## config.mk

```make
export PLATFORM = sky130hd
export DESIGN_NAME = id_alu_issue
export DESIGN_NICKNAME = d
export VERILOG_FILES = /design/src/rtl/alu_pkg.sv /design/src/rtl/id_scoreboard.sv /design/src/rtl/id_alu_issue.sv
export SDC_FILE = /design/constraint.sdc
export NUM_CORES = 1
export LEC_CHECK = 0
export BUFFER_PORTS_ARGS = -buffer_cell sky130_fd_sc_hd__clkbuf_2
export CORE_UTILIZATION = 30
export CTS_CLUSTER_SIZE = 16
export DETAILED_ROUTE_END_ITERATION = 16
export SLEW_MARGIN = 20
export SYNTH_ARGS = -nofsm -noshare
export SYNTH_HDL_FRONTEND = slang
export SYNTH_SLANG_ARGS = --single-unit
```

## constraint.sdc

```tcl
create_clock -name clk -period 3.8 [get_ports clk]
set_input_delay 1.14 -clock clk [delete_from_list [all_inputs] [get_ports clk]]
set_output_delay 1.14 -clock clk [all_outputs]
set_load 0.01 [all_outputs]
```

## src/rtl/alu_pkg.sv

```systemverilog
// rtl/alu_pkg.sv - shared ALU select encoding, RV32I opcode/funct constants and decode helpers
package alu_pkg;

    localparam int XLEN  = 32;
    localparam int SEL_W = 11;

    typedef logic [SEL_W-1:0] alu_sel_t;

    // Bit positions within the one-hot ALU select
    localparam logic [3:0] ALU_ADD  = 4'd0;
    localparam logic [3:0] ALU_SUB  = 4'd1;
    localparam logic [3:0] ALU_SLL  = 4'd2;
    localparam logic [3:0] ALU_XOR  = 4'd3;
    localparam logic [3:0] ALU_SRL  = 4'd4;
    localparam logic [3:0] ALU_SRA  = 4'd5;
    localparam logic [3:0] ALU_OR   = 4'd6;
    localparam logic [3:0] ALU_AND  = 4'd7;
    localparam logic [3:0] ALU_SLT  = 4'd8;
    localparam logic [3:0] ALU_SLTU = 4'd9;
    localparam logic [3:0] ALU_LUI  = 4'd10;

    localparam logic [6:0] OPC_OP    = 7'b0110011;
    localparam logic [6:0] OPC_OPIMM = 7'b0010011;
    localparam logic [6:0] OPC_LUI   = 7'b0110111;
    localparam logic [6:0] OPC_AUIPC = 7'b0010111;

    localparam logic [2:0] F3_ADD  = 3'b000;
    localparam logic [2:0] F3_SLL  = 3'b001;
    localparam logic [2:0] F3_SLT  = 3'b010;
    localparam logic [2:0] F3_SLTU = 3'b011;
    localparam logic [2:0] F3_XOR  = 3'b100;
    localparam logic [2:0] F3_SR   = 3'b101;
    localparam logic [2:0] F3_OR   = 3'b110;
    localparam logic [2:0] F3_AND  = 3'b111;

    localparam logic [6:0] F7_BASE = 7'b0000000;
    localparam logic [6:0] F7_ALT  = 7'b0100000;

    // alt picks sub over add and sra over srl; ignored for the other funct3 codes
    function automatic logic [3:0] f3_index(input logic [2:0] f3, input logic alt);
        case (f3)
            F3_ADD:  f3_index = alt ? ALU_SUB : ALU_ADD;
            F3_SLL:  f3_index = ALU_SLL;
            F3_SLT:  f3_index = ALU_SLT;
            F3_SLTU: f3_index = ALU_SLTU;
            F3_XOR:  f3_index = ALU_XOR;
            F3_SR:   f3_index = alt ? ALU_SRA : ALU_SRL;
            F3_OR:   f3_index = ALU_OR;
            default: f3_index = ALU_AND;
        endcase
    endfunction

    function automatic alu_sel_t sel_onehot(input logic [3:0] idx);
        sel_onehot = alu_sel_t'(1) << idx;
    endfunction

endpackage

```

## src/rtl/id_scoreboard.sv

```systemverilog
// rtl/id_scoreboard.sv - per-register busy bits with writeback bypass for two read ports
module id_scoreboard (
    input  logic       clk,
    input  logic       resetn,
    input  logic       flush,
    input  logic       set_en,
    input  logic [4:0] set_addr,
    input  logic       clr_en,
    input  logic [4:0] clr_addr,
    input  logic [4:0] rs1_addr,
    input  logic [4:0] rs2_addr,
    output logic       rs1_busy,
    output logic       rs2_busy
);

    logic [31:0] busy;
    logic [31:0] set_mask;
    logic [31:0] clr_mask;
    logic [31:0] busy_eff;
    logic [31:0] busy_nxt;

    always_comb begin
        set_mask = set_en ? (32'd1 << set_addr) : 32'd0;
        clr_mask = clr_en ? (32'd1 << clr_addr) : 32'd0;
        busy_eff = busy & ~clr_mask;
        // set is applied after clear so a same-cycle retire/reissue of one register stays busy
        busy_nxt = (busy_eff | set_mask) & ~32'd1;
        rs1_busy = busy_eff[rs1_addr];
        rs2_busy = busy_eff[rs2_addr];
    end

    always_ff @(posedge clk or negedge resetn) begin
        if (!resetn) begin
            busy <= '0;
        end else if (flush) begin
            busy <= '0;
        end else begin
            busy <= busy_nxt;
        end
    end

endmodule

```

## src/rtl/id_alu_issue.sv

```systemverilog
// rtl/id_alu_issue.sv - RV32I ALU-class decode/issue stage; ID_PERF_CNT_EN adds issue/stall counters
module id_alu_issue #(
    parameter int XLEN  = 32,
    parameter int SEL_W = 11
`ifdef ID_PERF_CNT_EN
    ,
    parameter int CNT_W = 32
`endif
) (
    input  logic             clk,
    input  logic             resetn,
    input  logic             in_valid,
    output logic             in_ready,
    input  logic [XLEN-1:0]  in_pc,
    input  logic [31:0]      in_inst,
    output logic [4:0]       rf_raddr1,
    output logic [4:0]       rf_raddr2,
    input  logic [XLEN-1:0]  rf_rdata1,
    input  logic [XLEN-1:0]  rf_rdata2,
    output logic             ex_valid,
    input  logic             ex_ready,
    output logic [SEL_W-1:0] ex_alu_sel,
    output logic [XLEN-1:0]  ex_src1,
    output logic [XLEN-1:0]  ex_src2,
    output logic [4:0]       ex_rd,
    output logic             ex_we,
    output logic [XLEN-1:0]  ex_pc,
    output logic             ex_illegal,
    input  logic             wb_valid,
    input  logic [4:0]       wb_rd,
    input  logic             flush
`ifdef ID_PERF_CNT_EN
    ,
    output logic [CNT_W-1:0] perf_issue_cnt,
    output logic [CNT_W-1:0] perf_stall_cnt
`endif
);

    import alu_pkg::*;

    logic [6:0] opcode;
    logic [4:0] rd;
    logic [2:0] funct3;
    logic [6:0] funct7;

    assign opcode    = in_inst[6:0];
    assign rd        = in_inst[11:7];
    assign funct3    = in_inst[14:12];
    assign funct7    = in_inst[31:25];
    assign rf_raddr1 = in_inst[19:15];
    assign rf_raddr2 = in_inst[24:20];

    logic [SEL_W-1:0] dec_sel;
    logic [XLEN-1:0]  dec_src1;
    logic [XLEN-1:0]  dec_src2;
    logic             dec_illegal;
    logic             dec_we;
    logic             rs1_used;
    logic             rs2_used;

    always_comb begin
        dec_sel     = '0;
        dec_src1    = '0;
        dec_src2    = '0;
        dec_illegal = 1'b0;
        rs1_used    = 1'b0;
        rs2_used    = 1'b0;
        case (opcode)
            OPC_OP: begin
                rs1_used = 1'b1;
                rs2_used = 1'b1;
                dec_src1 = rf_rdata1;
                dec_src2 = rf_rdata2;
                if (funct7 == F7_BASE)
                    dec_sel = sel_onehot(f3_index(funct3, 1'b0));
                else if (funct7 == F7_ALT && (funct3 == F3_ADD || funct3 == F3_SR))
                    dec_sel = sel_onehot(f3_index(funct3, 1'b1));
                else
                    dec_illegal = 1'b1;
            end
            OPC_OPIMM: begin
                rs1_used = 1'b1;
                dec_src1 = rf_rdata1;
                if (funct3 == F3_SLL || funct3 == F3_SR) begin
                    dec_src2 = {27'd0, in_inst[24:20]};
                    if (funct7 == F7_BASE)
                        dec_sel = sel_onehot(f3_index(funct3, 1'b0));
                    else if (funct7 == F7_ALT && funct3 == F3_SR)
                        dec_sel = sel_onehot(ALU_SRA);
                    else
                        dec_illegal = 1'b1;
                end else begin
                    // immediate bit 30 is data here, never an alternate-op flag
                    dec_src2 = {{20{in_inst[31]}}, in_inst[31:20]};
                    dec_sel  = sel_onehot(f3_index(funct3, 1'b0));
                end
            end
            OPC_LUI: begin
                dec_sel  = sel_onehot(ALU_LUI);
                dec_src2 = {12'd0, in_inst[31:12]};
            end
            OPC_AUIPC: begin
                dec_sel  = sel_onehot(ALU_ADD);
                dec_src1 = in_pc;
                dec_src2 = {in_inst[31:12], 12'd0};
            end
            default: dec_illegal = 1'b1;
        endcase
        if (dec_illegal) begin
            dec_sel  = '0;
            dec_src1 = '0;
            dec_src2 = '0;
        end
    end

    assign dec_we = ~dec_illegal & (rd != 5'd0);

    logic rs1_busy;
    logic rs2_busy;
    logic raw_stall;
    logic fire;

    id_scoreboard u_scoreboard (
        .clk      (clk),
        .resetn   (resetn),
        .flush    (flush),
        .set_en   (fire & dec_we),
        .set_addr (rd),
        .clr_en   (wb_valid),
        .clr_addr (wb_rd),
        .rs1_addr (rf_raddr1),
        .rs2_addr (rf_raddr2),
        .rs1_busy (rs1_busy),
        .rs2_busy (rs2_busy)
    );

    assign raw_stall = (rs1_used & rs1_busy) | (rs2_used & rs2_busy);
    assign in_ready  = (~ex_valid | ex_ready) & ~raw_stall & ~flush;
    assign fire      = in_valid & in_ready;

    always_ff @(posedge clk or negedge resetn) begin
        if (!resetn) begin
            ex_valid   <= 1'b0;
            ex_alu_sel <= '0;
            ex_src1    <= '0;
            ex_src2    <= '0;
            ex_rd      <= '0;
            ex_we      <= 1'b0;
            ex_pc      <= '0;
            ex_illegal <= 1'b0;
        end else if (flush) begin
            ex_valid   <= 1'b0;
            ex_alu_sel <= '0;
        end else if (fire) begin
            ex_valid   <= 1'b1;
            ex_alu_sel <= dec_sel;
            ex_src1    <= dec_src1;
            ex_src2    <= dec_src2;
            ex_rd      <= rd;
            ex_we      <= dec_we;
            ex_pc      <= in_pc;
            ex_illegal <= dec_illegal;
        end else if (ex_valid && ex_ready) begin
            // an empty slot must present an all-zero select
            ex_valid   <= 1'b0;
            ex_alu_sel <= '0;
        end
    end

`ifdef ID_PERF_CNT_EN
    always_ff @(posedge clk or negedge resetn) begin
        if (!resetn) begin
            perf_issue_cnt <= '0;
            perf_stall_cnt <= '0;
        end else begin
            if (fire)
                perf_issue_cnt <= perf_issue_cnt + CNT_W'(1);
            if (in_valid && raw_stall)
                perf_stall_cnt <= perf_stall_cnt + CNT_W'(1);
        end
    end
`endif

endmodule

```

# Word-level counts from Yosys, hierarchy flattened
# Cells that the tools add are included.
# classes
n_lt_le_gt_ge,2
bitwise_logic,16
shifts,6
n_reduce_logical,12
eq_ne,11
mux,44
# op_table
cell,count
32-bit 2-to-1 mux,6
32-bit case mux with 4 select lines,1
11-bit 2-to-1 mux,8
32-bit case mux with 2 select lines,1
"1-bit by 5-bit left shift with 32-bit output, first input constant",2
4-bit case mux with 7 select lines,2
11-bit case mux with 4 select lines,1
"1-bit by 4-bit left shift with 11-bit output, first input constant",4
4-bit 2-to-1 mux,9
32-bit bitwise AND,1
32-bit NOT,1
32-bit bitwise OR,1
"7-bit by 6-bit equality test with 1-bit output, second input constant",3
"7-bit by 5-bit equality test with 1-bit output, second input constant",2
"5-bit by 6-bit less-than comparator with 1-bit output, second input constant",2
1-bit 2-to-1 mux,12
1-bit binary-select mux with 5-bit select,2
"3-bit equality test, second input constant",3
1-bit bitwise AND,7
7-bit logical NOT,1
"3-bit by 2-bit equality test with 1-bit output, second input constant",2
6-bit 2-to-1 mux,1
5-bit nonzero test,1
1-bit NOT,4
other kinds (9),14
# word_totals
reg_bits,147
output_inout_bits,126
elab_cells,100
in_bits,139

# Longest topological paths before layout
# depth
ltp_word,16
depth_mapped,13
ltp_nobuf,8

# By module
# From an unflattened synthesis, not the netlist that was laid out.
# unflattened
cells_unflattened,877
area_unflattened_um2,8102.8
# modules_own_cells
mod,n_inst,seq_area_each_um2,cells_per_inst,area_per_inst_um2
id_alu_issue,1,2877.8,605,5830.6
id_scoreboard,1,775.7,272,2272.2

# Least setup slack after synthesis
# OpenSTA, ideal clock, no wires.
# synth_timing
kind,input to output
startpoint,in wb_valid
endpoint,out in_ready
required_time_ns,2.660
path_buffers,2
setup_slack_ns,-0.107
cell_stages,9
t_arrival_ns,2.767
path_cell_list,buf_2 > nor4bb_1 > buf_2 > a311oi_1 > a311o_1 > a41oi_1 > nor2b_1 > o21ba_2 > nor2_1
# synth_between
elab_chain_cells,10
elab_cells_between_ends,13
cone_classes,mux: 5; bitwise: 8
# synth_rtl
item,line_no,rtl
start: declaration,id_alu_issue.sv:29,"input logic wb_valid,"
32-bit 2-to-1 mux (*),id_scoreboard.sv:24,clr_mask = clr_en ? (32'd1 << clr_addr) : 32'd0;
32-bit NOT (*),id_scoreboard.sv:25,busy_eff = busy & ~clr_mask;
32-bit bitwise AND (*),id_scoreboard.sv:25,
1-bit binary-select mux with 5-bit select (on tied branches),"id_scoreboard.sv:28, id_scoreboard.sv:29",
1-bit 2-to-1 mux (on tied branches),"id_scoreboard.sv:28, id_scoreboard.sv:29",
1-bit bitwise AND,id_alu_issue.sv:137,assign raw_stall = (rs1_used & rs1_busy) | (rs2_used & rs2_busy);
1-bit bitwise OR (*),id_alu_issue.sv:137,
1-bit NOT (*),id_alu_issue.sv:138,assign in_ready = (~ex_valid | ex_ready) & ~raw_stall & ~flush;
1-bit bitwise AND (*) (2 in a row),id_alu_issue.sv:138,
end: declaration,id_alu_issue.sv:13,"output logic in_ready,"
# Every way passes the cells marked *; elsewhere a longest branch is shown, timed or not. The select of a mux whose other input is x is not followed.

# Final worst setup path
# layout_timing
startpoint,in wb_rd[2]
endpoint,out in_ready
# layout_between
elab_chain_cells,11
elab_cells_between_ends,14
cone_classes,shift: 1; mux: 5; bitwise: 8
# layout_rtl
item,line_no,rtl
start: declaration,id_alu_issue.sv:30,"input logic [4:0] wb_rd,"
1-bit by 5-bit left shift with 32-bit output (*),id_scoreboard.sv:24,
32-bit 2-to-1 mux (*),id_scoreboard.sv:24,
32-bit NOT (*),id_scoreboard.sv:25,
32-bit bitwise AND (*),id_scoreboard.sv:25,
1-bit binary-select mux with 5-bit select (on tied branches),"id_scoreboard.sv:28, id_scoreboard.sv:29",
1-bit 2-to-1 mux (on tied branches),"id_scoreboard.sv:28, id_scoreboard.sv:29",
1-bit bitwise AND,id_alu_issue.sv:137,
1-bit bitwise OR (*),id_alu_issue.sv:137,
1-bit NOT (*),id_alu_issue.sv:138,
1-bit bitwise AND (*) (2 in a row),id_alu_issue.sv:138,
# Marks and branches as above.

==> results.py <==
metrics = {
    "status": {
        "status": "finished with violations",
        "violations": "negative setup slack",
    },
    "cells_and_area": {
        "final_util_pct": 43.1,
        "area_growth_pct": 40.5,
        "final_common_cell": "clkbuf_2",
        "nNetsFinal": 1268,
        "drive_gt1_share_pct": 50.4,
        "diodes": 0,
        "most-common-layout-cells": "253 x clkbuf_2, 146 x dfrtp_1, 99 x buf_4",
        "final_cells": 1514,
        "postLayoutCellArea_um2": 11700,
    },
    "cts": {
        "cts_buffer_depth": 2,
        "cts_buffers": 17,
        "tritoncts": "built",
        "h-tree-depth": 4,
        "cts.root.buffer_cell": "clkbuf_16",
        "clock-sinks": 146,
        "clkTransAtPathRegs_ns": 0.07,
        "clk_latency_ns": 0.43,
    },
    "die": {
        "fp-row-count": 60,
        "start_util_pct": 30.7,
        "dieArea_um2": 28400,
        "ios": 265,
        "fp.dieW_um": 168,
        "die_y_um": 168,
        "coreArea_um2": 27100,
    },
    "worst_setup_path": {
        "crit_fanout": 10,
        "cp.required_ns": 2.66,
        "crit_type": "in -> out",
        "startpoint_type": "input port",
        "cp.arrival_ns": 2.90,
        "end_kind": "output pin",
    },
    "route": {
        "drcViolationCount": 0,
        "routedWlPerCell_um": 20.4,
        "detail-route-antenna-nets": 0,
        "vias": 7819,
        "dr.pass1.iters": 8,
        "routed_wl_um": 30900,
        "drt-vias-per-instance": 5.16,
        "drtIter0Drc": 494,
    },
    "yosys": {
        "synth_ff_type": "dfrtp_1",
        "synthArstFlopShare_pct": 100,
        "yosysUniqueCellTypes": 59,
        "syn_nets": 947,
        "synth_top_area_share_pct": 43.9,
        "synth-xor-area-share_pct": 0.211,
        "synthAdderAreaFrac_pct": 0,
        "synth_area_leaders": "dfrtp_1 44%, mux2_2 12%, a22o_1 4.2%",
        "yosysSeqAreaShare_pct": 43.9,
        "synth.largest_area_cell": "dfrtp_1",
        "synth.yosys.warnings": 0,
        "yosys.area_share.simple_pct": 13.8,
        "synth_edf_count": 0,
        "synth-seq-cells": 146,
        "synth_compound_area_share_pct": 17.1,
        "synth_top_family_by_area": "multiplexers",
        "synth_area_per_cell_um2": 10.3,
        "synth_cells": 808,
        "netlist_area_um2": 8310,
        "synthMuxAreaShare_pct": 19.6,
    },
    "power": {
        "p_leak_nw": 5.74,
        "vdd_drop_max_mv": 0.223,
        "power.total_mw": 4.19,
        "power_density_nw_per_um2": 359,
    },
    "global_routing": {
        "grt_pass1_wl_um": 46400,
        "grt_usage_pct": 21.4,
        "gr-total-overflow": 0,
        "antenna_found_initial": 0,
        "grt_max_degree": 70,
        "grt_pass1_vias": 7570,
    },
    "sta": {
        "setup_viol": 1,
        "worstMarginPinSlew_ns": 0.756,
        "fmax_mhz": 247,
        "min_period_over_period_pct": 106,
        "timing.final.crit_period_ns": 4.04,
        "clock_skew_ns": 0.0156,
        "relSlewSlack_pct": 49.5,
        "setup_ws_ns": -0.244,
        "hold_viol_final": 0,
        "drv_slew": 0,
        "rsz0062_at_grt": "true",
    },
    "placed_design": {
        "placed_cell_area_um2": 10700,
        "port_buffers": 264,
        "gp_congestion": 0.898,
        "dpl.cell_count": 1473,
        "dpl.hpwl_um": 23300,
    },
    "hold_path": {
        "min_path_type": "reg -> reg",
    },
    "job": {
        "drv_cap": 0,
    },
}
## state kept, by name (all words and copies together), names as in the netlist
| name | flops |
|---|---|
| ex_illegal | 1 |
| ex_pc | 32 |
| ex_src2 | 32 |
| ex_src1 | 32 |
| ex_valid | 1 |
| ex_we | 1 |
| ex_alu_sel | 11 |
| ex_rd | 5 |
| u_scoreboard.busy | 31 |
## area by class of cell
class / instances / area [µm²]
multi-input cells: 574 / 4500
inverters: 10 / 37.5
clock inverters: 15 / 179
fillers: 2642 / 15400
well taps: 372 / 465
flip-flops and latches: 146 / 3650
clock buffers: 17 / 425
repair buffers: 380 / 2420
## report_power, final
group	switching (mW)	internal, mW	total (mW)
combinational	0.412	0.358	0.770
sequential	0.0457	1.64	1.69
clock	0.843	0.894	1.74
## synth_stat cells, types with 17 or more instances
cell type and count:
mux2_2 91, clkbuf_1 36, buf_2 19, a21o_1 26
nor2_1 65, a22oi_1 17, dfrtp_1 146, o21ai_0 36
nor3_1 33, a21oi_1 29, mux2_4 19, a22o_1 40
mux2i_1 30, nand2_1 56
## per-layer routing
layer	up-vias	GRT usage, %	part of all wire (%)
met4	0	5.81	1.9
met3	40	3.76	4.9
li1	3624	-	-
met1	3886	30.2	46
met2	269	33.7	47
met5	-	0	0
## repair_timing
item,CTS,global route
hold endpoints to repair,0,0
pin swaps,16,14
resized for setup,52,29
buffers inserted,5,5
endpoints found under the setup margin,1,1
hold buffers,0,0
## metrics by stage
| stage | hold WS, ns | TNS [ns] | setup WS, ns |
|---|---|---|---|
| after floorplan | 0.525 | 0 | 0.00223 |
| after global placement | 0.490 | -11.91 | -0.407 |
| after detailed placement | 0.494 | -10.37 | -0.397 |
| after CTS | 0.511 | -0.255 | -0.255 |
| after global routing | 0.518 | -0.289 | -0.289 |
| final | 0.506 | -0.244 | -0.244 |
## kinds of logic (layout without fill, tap and decap cells)
logic type,count (synthesis),count (layout)
xor+xnor,2,2
mux,141,141
buf+inv,88,422
simple gates,232,232
flops,146,146
compound gates,199,199
## worst max-delay path, stage by stage
cell	delay, ns
clkbuf_8	0.14
nand4_1	0.11
buf_6	0.14
o21ai_2	0.07
a32o_2	0.25
a221oi_2	0.16
a31oi_1	0.11
or4_4	0.55
nand2_4	0.08
nor2_4	0.04
buf_6	0.11
## final timing paths
check / startpoint / endpoint / slack (ns) / depth (start not counted)
max reg2reg: u_scoreboard.busy[31]$_DFF_PN0_ / ex_src2[13]$_DFFE_PN0P_ / 1.11 / 10
max in group asynchronous: resetn / ex_pc[24]$_DFFE_PN0P_ / 2.22 / 2
min: ex_src1[0]$_DFFE_PN0P_ / ex_src1[0]$_DFFE_PN0P_ / 0.51 / 1
min in group asynchronous: resetn / ex_pc[2]$_DFFE_PN0P_ / 0.70 / 1
max: wb_rd[2] / in_ready / -0.24 / 11
min reg2reg: ex_src1[0]$_DFFE_PN0P_ / ex_src1[0]$_DFFE_PN0P_ / 0.51 / 1
No activity file was read; power rests on OpenSTA's default activity.
